### src/rtl/fb_port_a_sched.sv
// -----------------------------------------------------------------------------
// fb_port_a_sched
//
// Scheduler for framebuffer port A. Shares the single read/write port between
// the CPU load/store path and a rectangle-fill engine. The CPU normally wins
// arbitration. A burst counter limits the CPU to CPU_BURST_MAX consecutive
// grants while a fill is running, so the fill engine always makes progress.
// Port B (video scan-out) is not touched by this block.
//
// Optional feature macro: FB_FILL_EN
//   defined   - fill FSM, clipping and arbitration are built
//   undefined - CPU-only pass-through; fill_start is ignored and
//               fill_busy/fill_done are tied low
//
// Ports
//   clk, rst_n           clock, asynchronous active-low reset
//   cpu_req/we/addr/wdata  CPU access request (held until cpu_gnt)
//   cpu_gnt              access issued this cycle (combinational)
//   cpu_rvalid/rdata     load return, one cycle after a granted load
//   fill_start           one-cycle start pulse (ignored unless idle)
//   fill_x0/y0/w/h       rectangle origin and size in pixels
//   fill_color           fill pixel value
//   fill_busy/fill_done  engine active / one-cycle completion pulse
//   fb_addr_a/we_a/wdata_a/rdata_a  framebuffer port A (1-cycle read latency)
// -----------------------------------------------------------------------------
module fb_port_a_sched #(
    parameter int IMG_W         = 195,
    parameter int IMG_H         = 146,
    parameter int ADDR_W        = 15,
    parameter int DATA_W        = 16,
    parameter int CPU_BURST_MAX = 4
) (
    input  logic              clk,
    input  logic              rst_n,
    input  logic              cpu_req,
    input  logic              cpu_we,
    input  logic [ADDR_W-1:0] cpu_addr,
    input  logic [DATA_W-1:0] cpu_wdata,
    output logic              cpu_gnt,
    output logic              cpu_rvalid,
    output logic [DATA_W-1:0] cpu_rdata,
    input  logic              fill_start,
    input  logic [7:0]        fill_x0,
    input  logic [7:0]        fill_y0,
    input  logic [7:0]        fill_w,
    input  logic [7:0]        fill_h,
    input  logic [DATA_W-1:0] fill_color,
    output logic              fill_busy,
    output logic              fill_done,
    output logic [ADDR_W-1:0] fb_addr_a,
    output logic              fb_we_a,
    output logic [DATA_W-1:0] fb_wdata_a,
    input  logic [DATA_W-1:0] fb_rdata_a
);

    logic              cpu_gnt_s;
    logic              rvalid_r;
    logic [DATA_W-1:0] rdata_hold_r;

    // Load return: flag the cycle after a granted load and keep the last data
    always_ff @(posedge clk or negedge rst_n) begin
        if (!rst_n) begin
            rvalid_r     <= 1'b0;
            rdata_hold_r <= {DATA_W{1'b0}};
        end else begin
            rvalid_r <= cpu_gnt_s & ~cpu_we;
            if (rvalid_r) begin
                rdata_hold_r <= fb_rdata_a;
            end else begin
                rdata_hold_r <= rdata_hold_r;
            end
        end
    end

    // Port A read data arrives in the rvalid cycle itself, so it is passed
    // straight through then and held afterwards.
    assign cpu_rvalid = rvalid_r;
    assign cpu_rdata  = rvalid_r ? fb_rdata_a : rdata_hold_r;
    assign cpu_gnt    = cpu_gnt_s;

`ifdef FB_FILL_EN

    localparam int BURST_W = $clog2(CPU_BURST_MAX + 1);

    localparam logic [8:0]         IMG_W_9     = 9'(IMG_W);
    localparam logic [8:0]         IMG_H_9     = 9'(IMG_H);
    localparam logic [ADDR_W-1:0]  IMG_W_A     = ADDR_W'(IMG_W);
    localparam logic [BURST_W-1:0] BURST_MAX_B = BURST_W'(CPU_BURST_MAX);

    typedef enum logic [1:0] {
        ST_IDLE = 2'd0,
        ST_CLIP = 2'd1,
        ST_RUN  = 2'd2,
        ST_DONE = 2'd3
    } fill_state_t;

    fill_state_t        state_r;
    fill_state_t        next_state_s;
    logic               busy_r;
    logic               done_r;
    logic [7:0]         x0_r;
    logic [7:0]         y0_r;
    logic [7:0]         w_r;
    logic [7:0]         h_r;
    logic [DATA_W-1:0]  color_r;
    logic [8:0]         x_end_r;
    logic [8:0]         y_end_r;
    logic [8:0]         cur_x_r;
    logic [8:0]         cur_y_r;
    logic [ADDR_W-1:0]  row_base_r;
    logic [BURST_W-1:0] burst_r;

    logic [8:0]         x_sum_s;
    logic [8:0]         y_sum_s;
    logic               empty_s;
    logic               in_run_s;
    logic               cpu_win_s;
    logic               fill_slot_s;
    logic               row_end_s;
    logic               last_s;
    logic [ADDR_W-1:0]  fill_addr_s;

    // Clipping, arbitration and fill-address decode
    always_comb begin
        x_sum_s     = {1'b0, x0_r} + {1'b0, w_r};
        y_sum_s     = {1'b0, y0_r} + {1'b0, h_r};
        empty_s     = (w_r == 8'd0) || (h_r == 8'd0) ||
                      ({1'b0, x0_r} >= IMG_W_9) || ({1'b0, y0_r} >= IMG_H_9);
        in_run_s    = (state_r == ST_RUN);
        cpu_win_s   = cpu_req && (burst_r < BURST_MAX_B);
        fill_slot_s = in_run_s && !cpu_win_s;
        if (in_run_s) begin
            cpu_gnt_s = cpu_win_s;
        end else begin
            cpu_gnt_s = cpu_req;
        end
        row_end_s   = ((cur_x_r + 9'd1) == x_end_r);
        last_s      = row_end_s && ((cur_y_r + 9'd1) == y_end_r);
        fill_addr_s = row_base_r + ADDR_W'(cur_x_r);
    end

    // Fill FSM next-state logic
    always_comb begin
        next_state_s = state_r;
        case (state_r)
            ST_IDLE: begin
                if (fill_start) begin
                    next_state_s = ST_CLIP;
                end else begin
                    next_state_s = ST_IDLE;
                end
            end
            ST_CLIP: begin
                if (empty_s) begin
                    next_state_s = ST_DONE;
                end else begin
                    next_state_s = ST_RUN;
                end
            end
            ST_RUN: begin
                if (fill_slot_s && last_s) begin
                    next_state_s = ST_DONE;
                end else begin
                    next_state_s = ST_RUN;
                end
            end
            ST_DONE: next_state_s = ST_IDLE;
            default: next_state_s = ST_IDLE;
        endcase
    end

    // Port A mux: fill slot, CPU slot, or idle
    always_comb begin
        fb_addr_a  = {ADDR_W{1'b0}};
        fb_we_a    = 1'b0;
        fb_wdata_a = {DATA_W{1'b0}};
        if (fill_slot_s) begin
            fb_addr_a  = fill_addr_s;
            fb_we_a    = 1'b1;
            fb_wdata_a = color_r;
        end else if (cpu_gnt_s) begin
            fb_addr_a  = cpu_addr;
            fb_we_a    = cpu_we;
            fb_wdata_a = cpu_wdata;
        end else begin
            fb_addr_a  = {ADDR_W{1'b0}};
        end
    end

    // FSM state plus registered busy/done flags derived from the next state
    always_ff @(posedge clk or negedge rst_n) begin
        if (!rst_n) begin
            state_r <= ST_IDLE;
            busy_r  <= 1'b0;
            done_r  <= 1'b0;
        end else begin
            state_r <= next_state_s;
            busy_r  <= (next_state_s != ST_IDLE);
            done_r  <= (next_state_s == ST_DONE);
        end
    end

    // Consecutive CPU wins inside RUN; cleared by any fill slot or leaving RUN
    always_ff @(posedge clk or negedge rst_n) begin
        if (!rst_n) begin
            burst_r <= {BURST_W{1'b0}};
        end else if (in_run_s && (next_state_s == ST_RUN) && cpu_win_s) begin
            burst_r <= burst_r + {{(BURST_W-1){1'b0}}, 1'b1};
        end else begin
            burst_r <= {BURST_W{1'b0}};
        end
    end

    // Request latch, clipping results and raster walk
    always_ff @(posedge clk or negedge rst_n) begin
        if (!rst_n) begin
            x0_r       <= 8'd0;
            y0_r       <= 8'd0;
            w_r        <= 8'd0;
            h_r        <= 8'd0;
            color_r    <= {DATA_W{1'b0}};
            x_end_r    <= 9'd0;
            y_end_r    <= 9'd0;
            cur_x_r    <= 9'd0;
            cur_y_r    <= 9'd0;
            row_base_r <= {ADDR_W{1'b0}};
        end else begin
            case (state_r)
                ST_IDLE: begin
                    if (fill_start) begin
                        x0_r    <= fill_x0;
                        y0_r    <= fill_y0;
                        w_r     <= fill_w;
                        h_r     <= fill_h;
                        color_r <= fill_color;
                    end else begin
                        color_r <= color_r;
                    end
                end
                ST_CLIP: begin
                    x_end_r    <= (x_sum_s > IMG_W_9) ? IMG_W_9 : x_sum_s;
                    y_end_r    <= (y_sum_s > IMG_H_9) ? IMG_H_9 : y_sum_s;
                    cur_x_r    <= {1'b0, x0_r};
                    cur_y_r    <= {1'b0, y0_r};
                    row_base_r <= ADDR_W'(y0_r) * IMG_W_A;
                end
                ST_RUN: begin
                    if (fill_slot_s) begin
                        if (row_end_s) begin
                            cur_x_r    <= {1'b0, x0_r};
                            cur_y_r    <= cur_y_r + 9'd1;
                            row_base_r <= row_base_r + IMG_W_A;
                        end else begin
                            cur_x_r    <= cur_x_r + 9'd1;
                        end
                    end else begin
                        cur_x_r <= cur_x_r;
                    end
                end
                default: begin
                    cur_x_r <= cur_x_r;
                end
            endcase
        end
    end

    assign fill_busy = busy_r;
    assign fill_done = done_r;

`else

    logic unused_fill_s;

    // CPU owns port A outright when the fill engine is not built
    always_comb begin
        cpu_gnt_s  = cpu_req;
        fb_addr_a  = {ADDR_W{1'b0}};
        fb_we_a    = 1'b0;
        fb_wdata_a = {DATA_W{1'b0}};
        if (cpu_req) begin
            fb_addr_a  = cpu_addr;
            fb_we_a    = cpu_we;
            fb_wdata_a = cpu_wdata;
        end else begin
            fb_we_a    = 1'b0;
        end
    end

    assign unused_fill_s = &{1'b0, fill_start, fill_x0, fill_y0, fill_w,
                             fill_h, fill_color};
    assign fill_busy     = 1'b0;
    assign fill_done     = 1'b0;

`endif

endmodule

### config.mk
export PLATFORM = sky130hd
export DESIGN_NAME = fb_port_a_sched
export DESIGN_NICKNAME = d
export VERILOG_FILES = /design/src/rtl/fb_port_a_sched.sv
export SDC_FILE = /design/constraint.sdc
export NUM_CORES = 1
export LEC_CHECK = 0
export CAP_MARGIN = 20
export CORE_UTILIZATION = 22
export DETAILED_ROUTE_END_ITERATION = 10
export PLACE_DENSITY = 0.82
export SETUP_SLACK_MARGIN = 0.15
export SLEW_MARGIN = 25
export SYNTH_ARGS = -nofsm -noshare
export SYNTH_HDL_FRONTEND = slang
export SYNTH_SLANG_ARGS = --single-unit
### constraint.sdc
create_clock -name clk -period 1.5 [get_ports clk]
set_clock_uncertainty 0.2 [all_clocks]
set_input_delay 0.15 -clock clk [delete_from_list [all_inputs] [get_ports clk]]
set_output_delay 0.15 -clock clk [all_outputs]
set_load 0.005 [all_outputs]
==> reports/qor.yml, run 1 <==
status: "complete, but fails checks"
failed_checks: "negative setup slack"
drive_gt1_share_pct: 35.4
core_area_sq_um: 4000
port-buffer-count: 100
cts_max_level: 1
dp_hpwl_microns: 2420
crit_path_start_kind: "flip-flop"
hold_path.class: "input port to asynchronous set/reset pin"
num-nets-final: 307
synth_top_family_by_area: "multiplexers"
route.antenna.remaining_nets: 0
crit_chain: "buf_6 -> buf_6 -> mux2_4 -> buf_6"
synth.top_cell.area_share_pct: 46.3
numCtsBuffers: 3
setup_viol: 23
crit_family: "flip-flops"
route.detailed.drc: 0
dr.first_iter.drc_count: 8
ys_top_cells_by_count: "and2_1, dfrtp_1, mux2_4"
syn-cell-area_sq_um: 918
vias: 1016
antenna_found_initial: 0
drt-total-wl_microns: 3400
r2r_slack_ns: -0.18
dieHeight_microns: 66.6
ir_drop_uv: 281
yosysSeqAreaShare_pct: 46.3
synthMuxAreaShare_pct: 23.7
cp-end-kind: "output pin"
gr-total-overflow: 0
routedWlPerCell_microns: 13.3
grt_pass1_vias: 1028
syn_avg_cell_area_sq_um: 12.2
worst-path-buf-inv: 3
drt-pass1-iter-count: 4
period_needed_ns: 1.71
area_delta_synth_final_pct: 155
synth_cells: 75
gp_congestion: 0.741
synth_simple_gate_area_share_pct: 22.5
clk_pin_slew_worst_paths_ns: 0.06
cts_root_buffer: "clkbuf_8"
crit_slowest_cell: "dfrtp_2"
maxCapViolCount: 0
ys.flop_type: "dfrtp_1"
slew_violations: 0
hold_viol: 0
ys_ff_latch: 17
initial_core_util_pct: 23.0
p_per_area_nw_per_um2: 697
io-pin-count: 152
cts_max_path_buffers: 2
timing.rr.start: "cpu_rvalid$_DFF_PN0_"
critical_path_peak_fanout: 4
stdcell_count: 256
ys_top_cells_by_area: "dfrtp_1, and2_1, mux2_4"
synthAdderAreaFrac_pct: 0
dp.cells: 233
tritoncts: "done"
synth_compound_area_share_pct: 0
yosysUniqueCellTypes: 10
num_antenna_cells: 0
p_leak_nw: 1.18
worstSetupPathType: "flip-flop to output pin"
clock_sinks: 17
die_w_microns: 66.6
synth_edf_count: 0
cp.required_ns: 1.15
slowest_delay_ns: 0.44
synthArstFlopShare_pct: 100
layout_setup_ws_ns: -0.215
synth_area_leader_cell: "dfrtp_1"
vias_per_cell: 3.97
max_freq_ghz: 0.583
min_period_over_period_pct: 114
rsz0062_at_grt: "true"
grtUsageTotal_pct: 14.6
row_count: 23
cp.arrival_ns: 1.36
grt_pass1_wl_microns: 4630
worst_r2r_path_depth: 6
synth_most_common_cell: "and2_1"
die_area_sq_um: 4440
reg2reg_to: "rdata_hold_r[6]$_DFF_PN0_"
ys.warnings.count: 0
holdWs_ns: 0.0361
synth_xor_area_share_pct: 0
clk_latency_ns: 0.24
grt_max_degree: 18
critPathMostFrequentCell: "buf_6"
-- per-layer routing --
metal / share of wire, % / routed length, microns / vias up / GRT usage [%]
met5: 0 / 0 / - / 0
met4: 0.56 / 19 / 0 / 5.59
met3: 13 / 444 / 2 / 7.71
met2: 52 / 1750 / 68 / 26.1
met1: 35 / 1180 / 454 / 14.0
li1: - / - / 492 / -
-- cell families (layout without fill, tap and decap cells) --
| family | after synthesis | after routing |
|---|---|---|
| mux | 16 | 16 |
| other cells | 1 | 2 |
| simple gates | 33 | 33 |
| flops | 17 | 17 |
| buf+inv | 8 | 138 |
-- timing repair --
action                                  in CTS  in global routing
hold buffers                                 0                  1
pin swaps                                    0                  0
cloned                                       2                  0
endpoints found under the hold margin        0                  1
setup buffers                               10                  6
resized for setup                          126                 28
endpoints found under the setup margin      59                 31
-- power breakdown --
part	switching (mW)	internal, mW
Sequential	0.0198	0.523
Clock	0.141	0.184
Combinational	0.212	0.552
-- worst reg2reg max path, stage by stage, from the launching register on --
cell	delay (ns)
dfrtp_2	0.44
buf_6	0.13
buf_6	0.12
mux2_4	0.31
buf_4	0.14
buf_4	0.12
buf_4	0.12
-- area by class of cell --
cell class / instances / area, sq um
Clock buffer: 3 / 41.3
Timing Repair Buffer: 134 / 1360
Multi-Input combinational cell: 51 / 450
Fill cell: 342 / 1660
Clock inverter: 1 / 5.00
Sequential cell: 17 / 427
Tap cell: 50 / 62.6
-- registers in the layout, summed over array words and instances, names as in the netlist --
register and flops:
cpu_rvalid 1, rdata_hold_r 16
-- worst max path at each step --
stage | cells after the start | slack [ns] | from | end
2_1_floorplan | 3 | 0.19 | cpu_rvalid$_DFF_PN0_ | cpu_rdata[10]
3_3_place_gp | 4 | -0.34 | cpu_req | fb_addr_a[14]
3_5_place_dp | 4 | -0.34 | cpu_req | fb_wdata_a[14]
4_1_cts | 4 | -0.21 | cpu_rvalid$_DFF_PN0_ | cpu_rdata[6]
5_1_grt | 4 | -0.25 | cpu_rvalid$_DFF_PN0_ | cpu_rdata[13]
6_report | 4 | -0.21 | cpu_rvalid$_DFF_PN0_ | cpu_rdata[9]
-- stage by stage --
step / TNS [ns] / util, % / total power, mW / area, sq um / setup slack [ns]
6_report: -3.05 / 58.6 / 1.63 / 2340 / -0.215
5_1_grt: -3.87 / 58.6 / 1.73 / 2340 / -0.253
4_1_cts: -2.98 / 55.0 / 1.54 / 2200 / -0.213
3_5_place_dp: -13.43 / 51.1 / 1.16 / 2050 / -0.344
3_3_place_gp: -13.21 / 51.1 / 1.15 / 2050 / -0.336
2_1_floorplan: 0 / - / 0.726 / 922 / 0.193
-- layout by cell type, fill, tap and decap left out, types with 3 or more instances in the layout --
cell and instances:
clkdlybuf4s50_1 48, mux2_4 15, buf_6 39, dlygate4sd2_1 29, buf_4 8, and2_1 32, dfrtp_1 16, clkbuf_8 3
Note: power is estimated with default switching activity, not from simulation.
==> run 2: changes to the inputs <==
--- a/config.mk
+++ b/config.mk
@@ -8,9 +8,8 @@
 export CAP_MARGIN = 20
 export CORE_UTILIZATION = 22
 export DETAILED_ROUTE_END_ITERATION = 10
-export PLACE_DENSITY = 0.82
+export PLACE_DENSITY = 0.93
 export SETUP_SLACK_MARGIN = 0.15
-export SLEW_MARGIN = 25
 export SYNTH_ARGS = -nofsm -noshare
 export SYNTH_HDL_FRONTEND = slang
 export SYNTH_SLANG_ARGS = --single-unit
==> run 2 against run 1 <==
- the flow still finishes with violations (negative setup slack)
- setup slack worse by 0.00058 ns
- sequential power barely moved
- critical endpoint is now cpu_rdata[13]
- global-route usage down 1.0 points
- highest routed layer unchanged
- clock power rose by 4%
==> reports/qor.yml, run 2 (same netlist as run 1, synthesis figures left out) <==
route.detailed.drc: 0
critical_path_peak_fanout: 4
vias_per_cell: 4.00
num-nets-final: 292
cp.arrival_ns: 1.37
grt_pass1_vias: 1051
port-buffer-count: 100
fin_tns_setup_ns: -2.66
hold_path.class: "input port to asynchronous set/reset pin"
die_w_microns: 66.6
worstSetupPathType: "flip-flop to output pin"
area_delta_synth_final_pct: 135
route.antenna.remaining_nets: 0
die_area_sq_um: 4440
rsz0062_at_grt: "true"
p_leak_nw: 1.06
preCtsSetupSlack_ns: -0.346
row_count: 23
gp_congestion: 0.667
dp_hpwl_microns: 2280
r2r_slack_ns: 0.07
grtUsageTotal_pct: 13.6
dr.first_iter.drc_count: 14
min_period_over_period_pct: 114
drt-pass1-iter-count: 2
initial_core_util_pct: 23.0
core_area_sq_um: 4000
period_needed_ns: 1.72
status: "complete, but fails checks"
cp-end-kind: "output pin"
vias: 963
drt-total-wl_microns: 3020
grt_max_degree: 18
clock_sinks: 17
mostFrequentLayoutCell: "clkdlybuf4s50_1"
failed_checks: "negative setup slack"
tritoncts: "done"
cts_max_level: 1
max_freq_ghz: 0.583
routedWlPerCell_microns: 12.5
largest_reg_flops: 16
clk_latency_ns: 0.25
maxCapViolCount: 0
cts_max_path_buffers: 2
setup_viol: 16
cts_root_buffer: "clkbuf_8"
gr-total-overflow: 0
io-pin-count: 152
cp.required_ns: 1.15
antenna_found_initial: 0
crit_path_start_kind: "flip-flop"
ir_drop_uv: 269
p_per_area_nw_per_um2: 685
dieHeight_microns: 66.6
hold_viol: 0
num_antenna_cells: 0
numCtsBuffers: 3
layout_common_cells: "clkdlybuf4s50_1, and2_1, dlygate4sd2_1, buf_6, dfrtp_1"
slew_violations: 0
layout_setup_ws_ns: -0.215
regMostFlops: "rdata_hold_r"
clk_pin_slew_worst_paths_ns: 0.07
grt_pass1_wl_microns: 4520
drive_gt1_share_pct: 29.8
[run 2: cell types whose count changed in the layout (fill, tap and decap cells not counted), moves of 2 or more]
cell	change
buf_6	-18
buf_2	+2
clkdlybuf4s15_1	+2
mux2_2	+2
mux2_4	-2
[run 2: final timing paths]
path / startpoint / to / cells after the start
setup / recovery: cpu_rvalid$_DFF_PN0_ / cpu_rdata[13] / 4
hold / removal: rst_n / rdata_hold_r[7]$_DFF_PN0_ / 2
setup reg to reg: cpu_rvalid$_DFF_PN0_ / rdata_hold_r[0]$_DFF_PN0_ / 4
hold reg to reg: rdata_hold_r[4]$_DFF_PN0_ / rdata_hold_r[4]$_DFF_PN0_ / 1
max in group asynchronous: rst_n / cpu_rvalid$_DFF_PN0_ / 2
min in group clk: cpu_req / cpu_rvalid$_DFF_PN0_ / 3
[run 2: power breakdown]
part / total (mW) / leakage (nW) / switching (mW) / internal [mW]
clock: 0.337 / 0.0255 / 0.153 / 0.184
combinational: 0.602 / 0.832 / 0.174 / 0.428
sequential: 0.540 / 0.199 / 0.0175 / 0.523
total: 1.48 / 1.06 / 0.344 / 1.13
[run 2: timing repair]
action	CTS	global route
gates cloned	1	0
buffers inserted	11	1
resized for setup	127	8
hold buffers	0	1
hold endpoints to repair	0	1
setup endpoints to repair	50	27
[run 2: worst max-delay path: stages (launching register included)]
cell	delay, ns
dfrtp_2	0.44
buf_6	0.14
buf_12	0.12
mux2_4	0.30
buf_6	0.12
[run 2: routing by layer]
layer  vias up  part of all wire [%]  GRT usage [%]
met1       432                    36           14.2
met5         -                     0              0
met3         4                   8.9           2.91
met2        64                    54           25.5
li1        463                     -              -
met4         0                   1.1           6.12
[run 2: per-stage QoR]
step / cell area, sq um / cells / hold slack (ns) / utilization (%) / power (mW)
after global routing: 2160 / 241 / 0.0468 / 54.0 / 1.57
after global placement: 1970 / 223 / 0.275 / 49.3 / 1.09
after detailed placement: 1970 / 223 / 0.280 / 49.3 / 1.11
final: 2160 / 241 / 0.0229 / 54.0 / 1.48
after CTS: 2130 / 239 / 0.0245 / 53.3 / 1.50
after floorplan: 922 / 76 / -0.346 / - / 0.726
[run 2: final cells by class]
class | instances | area (sq um)
timing repair buffer | 119 | 1180
fill | 354 | 1840
tap | 50 | 62.6
sequential | 17 | 427
clock inverter | 1 | 5.00
multi-input combinational | 51 | 443
clock buffer | 3 | 41.3
==> run 3: changes to the inputs <==
--- a/config.mk
+++ b/config.mk
@@ -8,6 +8,7 @@
 export CAP_MARGIN = 20
 export CORE_UTILIZATION = 22
 export DETAILED_ROUTE_END_ITERATION = 10
+export GPL_TIMING_DRIVEN = 0
 export PLACE_DENSITY = 0.93
 export SETUP_SLACK_MARGIN = 0.15
 export SYNTH_ARGS = -nofsm -noshare
==> run 3 against run 2 <==
- the run still ends with negative setup slack left
- global-route usage hardly changed
- cell area hardly changed
- largest cell class unchanged
- clock-buffer cell count grew 1
- routed wire length is 0.66% lower
- utilization barely moved
- clock power down 1%
- final cell count rose by 0.41%
==> reports/qor.yml, run 3 (same netlist as run 1, synthesis figures left out) <==
cts_max_level: 1
slew_violations: 0
holdWs_ns: 0.0252
grt_pass1_vias: 1013
die_w_microns: 66.6
vias_per_cell: 4.04
num-nets-final: 293
fin_tns_setup_ns: -3.67
tritoncts: "done"
cts_root_buffer: "clkbuf_8"
gr-total-overflow: 0
io-pin-count: 152
row_count: 23
drt-total-wl_microns: 3000
route.antenna.remaining_nets: 0
min_period_over_period_pct: 120
maxCapViolCount: 0
cts_max_path_buffers: 2
vias: 978
dieHeight_microns: 66.6
status: "complete, but fails checks"
hold_viol: 0
clk_latency_ns: 0.24
critical_path_peak_fanout: 6
crit_path_start_kind: "flip-flop"
route.detailed.drc: 0
hold_buffers: 0
core_area_sq_um: 4000
drive_gt1_share_pct: 29.2
layout_common_cells: "clkdlybuf4s50_1, and2_1, dlygate4sd2_1, buf_6, dfrtp_1"
gp_congestion: 0.750
clock_sinks: 17
hold_path.class: "input port to flip-flop"
reg2reg_to: "rdata_hold_r[7]$_DFF_PN0_"
worstSetupEndpoint: "cpu_rdata[7]"
port-buffer-count: 100
largest_reg_flops: 16
p_leak_nw: 1.04
slew-limit-headroom_pct: 49.2
dr.first_iter.drc_count: 30
r2r_slack_ns: -0.01
tightest_slew_ns: 0.760
startpoint: "cpu_rvalid$_DFF_PN0_"
p_per_area_nw_per_um2: 685
mostFrequentLayoutCell: "clkdlybuf4s50_1"
antenna_found_initial: 0
initial_core_util_pct: 23.0
regMostFlops: "rdata_hold_r"
failed_checks: "negative setup slack"
dp_hpwl_microns: 2330
worstSetupPathType: "flip-flop to output pin"
die_area_sq_um: 4440
cp-end-kind: "output pin"
timing.rr.start: "cpu_rvalid$_DFF_PN0_"
preCtsSetupSlack_ns: -0.638
cp.arrival_ns: 1.45
layout_setup_ws_ns: -0.303
cp.required_ns: 1.15
setup_viol: 18
max_freq_ghz: 0.555
clk_pin_slew_worst_paths_ns: 0.06
num_antenna_cells: 0
grtUsageTotal_pct: 13.6
grt_pass1_wl_microns: 4520
worst_r2r_path_depth: 5
rsz0062_at_grt: "true"
grt_max_degree: 18
area_delta_synth_final_pct: 135
ir_drop_uv: 293
drt-pass1-iter-count: 4
period_needed_ns: 1.80
routedWlPerCell_microns: 12.4
numCtsBuffers: 3
## run 3: cell count changes in the layout (fill, tap and decap cells not counted), sizes merged
cell,previous run,this run
buf,35,32
dlymetal6s2s,1,0
clkinv,1,0
clkdlybuf4s50,49,50
clkdlybuf4s15,4,8
dlygate4sd2,28,25
dlygate4sd3,1,0
clkbuf,4,9
## run 3: power by group
group	internal [mW]	switching, mW
clock network	0.188	0.145
registers	0.523	0.0190
logic	0.429	0.174
## run 3: repair_timing
item,4_1_cts,5_1_grt
buffers inserted,10,1
endpoints found under the setup margin,50,30
pin swaps,0,1
resized for setup,122,11
gates cloned,1,0
## run 3: critical path, cell delays in order, from the launching register on
cell and delay, ns:
dfrtp_1 0.39, buf_6 0.14, buf_12 0.12, buf_16 0.13, mux2_4 0.31, buf_6 0.12
## run 3: worst min-delay path by stage
stage                              startpoint                         to  slack (ns)  depth (start not counted)
finish                                cpu_req       cpu_rvalid$_DFF_PN0_        0.03                          2
global route                          cpu_req       cpu_rvalid$_DFF_PN0_        0.04                          2
CTS                                   cpu_req       cpu_rvalid$_DFF_PN0_        0.03                          2
detailed placement  rdata_hold_r[5]$_DFF_PN0_  rdata_hold_r[5]$_DFF_PN0_        0.28                          1
global placement    rdata_hold_r[9]$_DFF_PN0_  rdata_hold_r[9]$_DFF_PN0_        0.28                          1
floorplan                               rst_n       cpu_rvalid$_DFF_PN0_       -0.35                          0
## run 3: stage by stage
| stage | instance area [sq um] | cells | power, mW | utilization [%] |
|---|---|---|---|---|
| after floorplan | 922 | 76 | 0.726 | - |
| after global placement | 1990 | 226 | 1.10 | 49.6 |
| after detailed placement | 1990 | 226 | 1.11 | 49.6 |
| after CTS | 2140 | 241 | 1.49 | 53.6 |
| after global routing | 2160 | 242 | 1.56 | 53.9 |
| final | 2160 | 242 | 1.48 | 53.9 |
## run 3: cell type report
class	count	area (sq um)
clock buffer	4	45.0
sequential	17	425
multi-input combinational	51	443
fill	367	1840
tap	50	62.6
timing repair buffer	112	1100
buffer	8	77.6
## run 3: routing by layer
| metal | track usage [%] | up-vias | routed length, microns | part of all wire [%] |
|---|---|---|---|---|
| met2 | 25.1 | 60 | 1640 | 55 |
| met5 | 0 | - | 0 | 0 |
| met1 | 14.7 | 451 | 1110 | 37 |
| met3 | 3.08 | 0 | 250 | 8.3 |
| met4 | 5.05 | 0 | 0 | 0 |
| li1 | - | 467 | - | - |
